File: src/rtl/mem_port_arbiter.sv
// mem_port_arbiter: shares one 1-cycle-latency BRAM port between fetch and data requesters; optional ARB_RDATA_HOLD_EN keeps last read word per channel
module mem_port_arbiter #(
  parameter int AWIDTH         = 14,
  parameter int DWIDTH         = 32,
  parameter int MAX_DATA_BURST = 4
) (
  input  logic                  clk,
  input  logic                  rst,
  input  logic                  f_req,
  input  logic [AWIDTH-1:0]     f_addr,
  output logic                  f_gnt,
  output logic                  f_rvalid,
  output logic [DWIDTH-1:0]     f_rdata,
  input  logic                  d_req,
  input  logic [DWIDTH/8-1:0]   d_we,
  input  logic [AWIDTH-1:0]     d_addr,
  input  logic [DWIDTH-1:0]     d_wdata,
  output logic                  d_gnt,
  output logic                  d_rvalid,
  output logic [DWIDTH-1:0]     d_rdata,
  output logic                  mem_en,
  output logic [DWIDTH/8-1:0]   mem_we,
  output logic [AWIDTH-1:0]     mem_addr,
  output logic [DWIDTH-1:0]     mem_din,
  input  logic [DWIDTH-1:0]     mem_dout,
  output logic                  stall_fd
);
  localparam logic [3:0] MAXB = 4'(MAX_DATA_BURST);
  logic [3:0] r_burst;
  logic       r_rd_pending;
  logic       r_rd_owner;
  logic       w_f_win;
  logic       w_d_read;
  // grant selection and memory port drive; fetch wins when data is idle or has used its burst
  always_comb begin
    w_f_win  = f_req & (~d_req | (r_burst == MAXB));
    f_gnt    = ~rst & w_f_win;
    d_gnt    = ~rst & d_req & ~w_f_win;
    w_d_read = d_gnt & ~|d_we;
    stall_fd = ~rst & f_req & ~f_gnt;
    mem_en   = f_gnt | d_gnt;
    mem_we   = d_gnt ? d_we : '0;
    mem_addr = f_gnt ? f_addr : (d_gnt ? d_addr : '0);
    mem_din  = d_gnt ? d_wdata : '0;
  end
  // count data grants taken while fetch is waiting, saturating at the burst limit
  always_ff @(posedge clk) begin
    if (rst || !f_req || f_gnt) r_burst <= '0;
    else if (d_gnt && r_burst != MAXB) r_burst <= r_burst + 4'd1;
  end
  // tag the read issued this cycle so its data is routed to the owner next cycle
  always_ff @(posedge clk) begin
    if (rst) begin
      r_rd_pending <= 1'b0;
      r_rd_owner   <= 1'b0;
    end else begin
      r_rd_pending <= f_gnt | w_d_read;
      r_rd_owner   <= f_gnt;
    end
  end
  // a read in flight when reset arrives is dropped
  assign f_rvalid = ~rst & r_rd_pending & r_rd_owner;
  assign d_rvalid = ~rst & r_rd_pending & ~r_rd_owner;
`ifdef ARB_RDATA_HOLD_EN
  logic [DWIDTH-1:0] r_f_hold;
  logic [DWIDTH-1:0] r_d_hold;
  // keep the last returned word per channel so it stays stable across stalls
  always_ff @(posedge clk) begin
    if (rst) begin
      r_f_hold <= '0;
      r_d_hold <= '0;
    end else begin
      if (f_rvalid) r_f_hold <= mem_dout;
      if (d_rvalid) r_d_hold <= mem_dout;
    end
  end
  assign f_rdata = f_rvalid ? mem_dout : r_f_hold;
  assign d_rdata = d_rvalid ? mem_dout : r_d_hold;
`else
  assign f_rdata = mem_dout;
  assign d_rdata = mem_dout;
`endif
endmodule

File: config.mk
export PLATFORM = sky130hd
export DESIGN_NAME = mem_port_arbiter
export DESIGN_NICKNAME = d
export VERILOG_FILES = /design/src/rtl/mem_port_arbiter.sv
export SDC_FILE = /design/constraint.sdc
export NUM_CORES = 1
export LEC_CHECK = 0
export ABC_AREA = 0
export CORE_AREA = 3 3 85 87
export DETAILED_ROUTE_END_ITERATION = 8
export DIE_AREA = 0 0 88 90
export GPL_TIMING_DRIVEN = 0
export PLACE_DENSITY = 0.73
export SLEW_MARGIN = 25
export SYNTH_ARGS = -nofsm -noshare
export SYNTH_HDL_FRONTEND = slang
export SYNTH_SLANG_ARGS = --single-unit
export TNS_END_PERCENT = 20
File: constraint.sdc
create_clock -name clk -period 2.2 [get_ports clk]
set_input_delay 0.33 -clock clk [delete_from_list [all_inputs] [get_ports clk]]
set_output_delay 0.33 -clock clk [all_outputs]
set_load 0.03 [all_outputs]
# Word level (Yosys, flattened, before mapping)
# Cells that the tools add are included.
[classes]
addsub = 1
multipliers = 0
div_mod_pow = 0
n_lt_le_gt_ge = 0
eq_ne = 2
n_shift = 0
muxes = 4
bitwise = 18
reduce_logical = 6
[op_table]
columns = ["cell", "count"]
rows = [
  ["$mux W32", 1],
  ["$mux W14", 2],
  ["$and A1 B1 Y1", 10],
  ["$not A1 Y1", 5],
  ["$add A4 B1 Y4 const B", 1],
  ["$eq A4 B3 Y1 const B", 1],
  ["$mux W4", 1],
  ["$ne A4 B3 Y1 const B", 1],
  ["$reduce_or A4 Y1", 1],
  ["$or A1 B1 Y1", 3],
  ["$logic_not A1 Y1", 2],
  ["$logic_or A1 B1 Y1", 2],
  ["$logic_and A1 B1 Y1", 1],
]
[word_totals]
regBits = 6
latch_bits = 0
ram_bits = 0
rom_bits = 0
word_cells = 34
mem_count = 0

# Logic depth before layout (Yosys ltp)
[depth]
depth_word = 7
depth_mapped = 6

# Worst setup path after synthesis
# OpenSTA, ideal clock, no wires.
[synth_timing]
path_type = "register to output"
startpoint = "reg r_burst[0]"
endpoint = "out mem_addr[10]"
arrival_ns = 1.545
required_time_ns = 1.870
path_slack_ns = 0.325
path_stages_with_launch = 7
path_buffers = 1
path_cell_list = "dfxtp_1 inv_1 ha_1 nand3b_4 a211oi_4 buf_6 a22o_1"
[synth_via]
word_cells_on_any_way = 8
cone_classes = "eq/ne: 1; mux: 2; bitwise: 5"
[synth_rtl]
columns = ["item", "line_no", "rtl"]
rows = [
  ["start, declared", "29", "logic [3:0] r_burst;"],
  ["start signal, assigned", "49", "else if (d_gnt && r_burst != MAXB) r_burst <= r_burst + 4'd1;"],
  ["$eq A4 B3 Y1", "36", "w_f_win = f_req & (~d_req | (r_burst == MAXB));"],
  ["$or A1 B1 Y1", "36", ""],
  ["$and A1 B1 Y1", "36", ""],
  ["$and A1 B1 Y1", "37", "f_gnt = ~rst & w_f_win;"],
  ["named net f_gnt", "11", "output logic f_gnt,"],
  ["$mux W14", "43", "mem_addr = f_gnt ? f_addr : (d_gnt ? d_addr : '0);"],
  ["end, declared", "23", "output logic [AWIDTH-1:0] mem_addr,"],
]
# The timed path passes the listed nets, and every way through them passes these cells.

# Final worst setup path
[layout_timing]
startpoint = "reg r_burst[0]"
endpoint = "out mem_addr[1]"
[layout_via]
elab_chain_len = 7
word_cells_on_any_way = 8
cone_classes = "eq/ne: 1; mux: 2; bitwise: 5"
[layout_lines]
columns = ["item", "line_no", "rtl"]
rows = [
  ["$eq A4 B3 Y1 (*)", "36", ""],
  ["$or A1 B1 Y1 (*)", "36", ""],
  ["$and A1 B1 Y1 (*)", "36", ""],
  ["$not A1 Y1", "38", "d_gnt = ~rst & d_req & ~w_f_win;"],
  ["$and A1 B1 Y1", "38", ""],
  ["$mux W14", "43", ""],
  ["$mux W14 (*)", "43", ""],
]
# Every way passes the cells marked *; elsewhere a longest branch is shown, timed or not.

==> metrics.md <==
| Metric | Value |
|---|---|
| Register area share after synthesis | `0.101` |
| Core area | `between 0.006 and 0.007 mm²` |
| Syn Nets | `between 200 and 300` |
| Most frequent cells in the layout | `clkdlybuf4s50_1 (131), buf_4 (66), and2_1 (37)` |
| Inst Count DP | `~420` |
| DR vias | `1651` |
| Clock transition at path regs | `approximately 0.030 ns` |
| Final ANT Viol Nets | `0` |
| CTS Hold Bufs | `0` |
| Final Skew | `between 0.0006 and 0.0007 ns` |
| Crit path required time | `roughly 1.9 ns` |
| Post-synth ARST share | `0` |
| Max IR drop VDD | `0.000150 V` |
| Max Cap Viol | `0` |
| Ys flop type | `dfxtp_1` |
| Global-route wire length before repair | `approximately 8100 µm` |
| Pwr Density | `roughly 300 mW/mm²` |
| Synth top area cells | `buf_4 (41%), and2_1 (20%), a22o_1 (10%), dfxtp_1 (10%), ha_1 (2.1%)` |
| Num rows | `29` |
| Largest area contributor in the netlist | `buf_4` |
| Iter 0 DRT Violations | `24` |
| Final-layout fill cell count | `627` |
| Slowest-stage cell, CP | `dfxtp_1` |
| ANT cells | `0` |
| Critical path class | `flip-flop to primary output` |
| IO Port Bufs | `approximately 190` |
| Synthesized cell area | `about 0.0012 mm²` |
| Post-Synthesis Cells | `about 150` |
| Crit end category | `primary output` |
| Commonest non-fill, non-tap cell in the layout | `clkdlybuf4s50_1` |
| Final Max Tran Viols | `0` |
| # clock sinks | `6` |
| Layout area overhead | `171%` |
| Outcome | `finished clean` |
| Overflow after GRT | `0` |
| Die area | `a little under 0.008 mm²` |
| Crit-path max cell delay | `roughly 0.33 ns` |
| Post-Route WL | `approximately 5600 µm` |
| Total Routing Usage GR | `0.128` |
| Fin. Hold Viols | `0` |
| Starting Density | `0.184` |
| Synth Area in Simple Gates | `0.274` |
| Final min period | `2.15 ns` |
| #FFs+latches synth | `6` |
| TritonCTS buffer count | `3` |
| Share of post-route cells with drive strength above 1 | `0.387` |
| Bufs on Longest Clock Path | `2` |
| Mux cell area share after synthesis | `0.00846` |
| Mapped Avg Cell Area | `around 7.7 µm²` |
| # DRC | `0` |
| Top cell type's share of synthesized area | `0.406` |
| Crit-path max FO | `10` |
| Nature of the critical path startpoint | `flip-flop` |
| Largest family of logic cells by synthesized area | `buffers and inverters` |
| Post-Synth XOR/XNOR Area | `0.00740` |
| Fmax | `about 0.47 GHz` |
| Worst Tran Pin Value | `roughly 0.36 ns` |
| Post-synthesis compound-gate area fraction | `0.141` |
| Initial DRT Pass Iterations | `4` |
| Period Utilization, post-route | `0.977` |
| Routability Congestion | `between 0.7 and 0.8` |
| Rel. slew slack | `0.760` |
| Post-layout net count | `450` |
| Final total power | `0.000963 W` |
| Final Util | `0.500` |
| R2r setup slk | `between 0.8 and 0.9 ns` |
| # IOs | `between 200 and 250` |
| HPWL after DPL | `5110 µm` |
| Worst hold-check path type | `primary input to flip-flop` |
| RSZ-0062 raised after global routing | `true` |
| Critical path cell sequence | `inv_2, ha_4, nand3b_4, o21a_4, buf_4, a22o_1, clkdlybuf4s15_2` |
| Clock Latency Late Sink | `roughly 0.22 ns` |
| Maximum number of pins on one net before global-route repair | `11` |
| Vias per inst | `between 3 and 4` |
| Final setup violation count | `0` |
| CTS root buffer | `clkbuf_8` |
| Post-synth EDFFs | `0` |
| Synth cell types | `24` |
| CTS tree | `yes` |
| Final cell count without fillers | `between 400 and 500` |
| Die W | `88 µm` |
| CP arrival | `1.82 ns` |
| Initial antenna violation count | `0` |
| H-tree levels | `1` |
| Leak Pwr | `1.45 nW` |
| Synth Area in Adders | `0.0211` |
| Vias in the first global route | `1619` |
| Ys Warns | `0` |
| Die Y | `about 90 µm` |
| Drt wl/cell | `~13 µm` |
==> cells by family after synthesis <==
logic type / count (synthesis)
AO/OA/AOI/OAI: 18
XOR/XNOR: 1
adder cells (fa/ha/maj): 2
buffers and inverters: 74
flip-flops: 6
multiplexers: 1
AND/OR/NAND/NOR: 51
==> report_power, final <==
group          internal, W  switching [W]
sequential        0.000112     0.00000162
combinational     0.000363       0.000328
clock             0.000117      0.0000420
total             0.000592       0.000372
==> per-layer routing <==
metal  vias to the layer above  track usage  wire length [µm]
met1                       712        0.107              1660
met2                       119        0.266              3160
met3                         4       0.0512               731
met5                         -            0                 0
li1                        816            -                 -
met4                         0       0.0294                63
==> flip-flops by register name, indices dropped and copies added, names as in the netlist <==
name	flops
r_rd_owner	1
r_rd_pending	1
r_burst	4
==> layout make-up <==
class	count	area, µm²	area share
plain buffers	70	522	0.162
clock buffers	3	41.3	0.0129
inverters	4	15.0	0.00467
multi-input cells	73	553	0.172
flip-flops and latches	6	120	0.0374
well taps	77	96.3	0.0300
repair buffers	190	1870	0.581
==> path summary, 6_finish.rpt <==
check                           startpoint           end  cells past startpoint
worst max-delay path            r_burst[0]   mem_addr[1]                      7
worst min-delay path                 f_req    r_burst[3]                      3
worst max register to register  r_burst[0]  r_rd_pending                      7
worst min register to register  r_burst[0]    r_burst[0]                      1
==> worst max-delay path, delay by kind of cell (launching register included) <==
kind | cells | cell delay, ns
and+or+nand+nor | 1 | 0.11
AOI/OAI and AO/OA | 2 | 0.47
adders and majority gates | 1 | 0.15
DFF | 1 | 0.33
buffers and inverters | 3 | 0.53
==> synthesized netlist by cell type, types with 2 or more instances <==
cell       n
ha_1       2
buf_4     64
dfxtp_1    6
nand3_1    2
buf_2      2
inv_1      4
and2_1    37
a22o_1    14
clkbuf_1   2
nor2_1     6
==> repair_timing <==
action	CTS	global route
endpoints found under the hold margin	0	0
setup buffers	1	1
pin swaps	1	1
setup endpoints to repair	55	51
gates resized for setup	168	36
gates cloned	0	1
==> per-stage QoR <==
stage	cell area, µm²	worst slack, ns	hold slack (ns)	TNS, ns
CTS	3260	-0.0933	0.469	-0.887
floorplan	1180	0.325	0.403	0
global route	3210	-0.0409	0.454	-0.0701
global placement	3150	-0.645	0.444	-29.90
detailed placement	3150	-0.659	0.461	-30.18
finish	3210	0.0509	0.434	0
No activity file was read; power rests on OpenSTA's default activity.
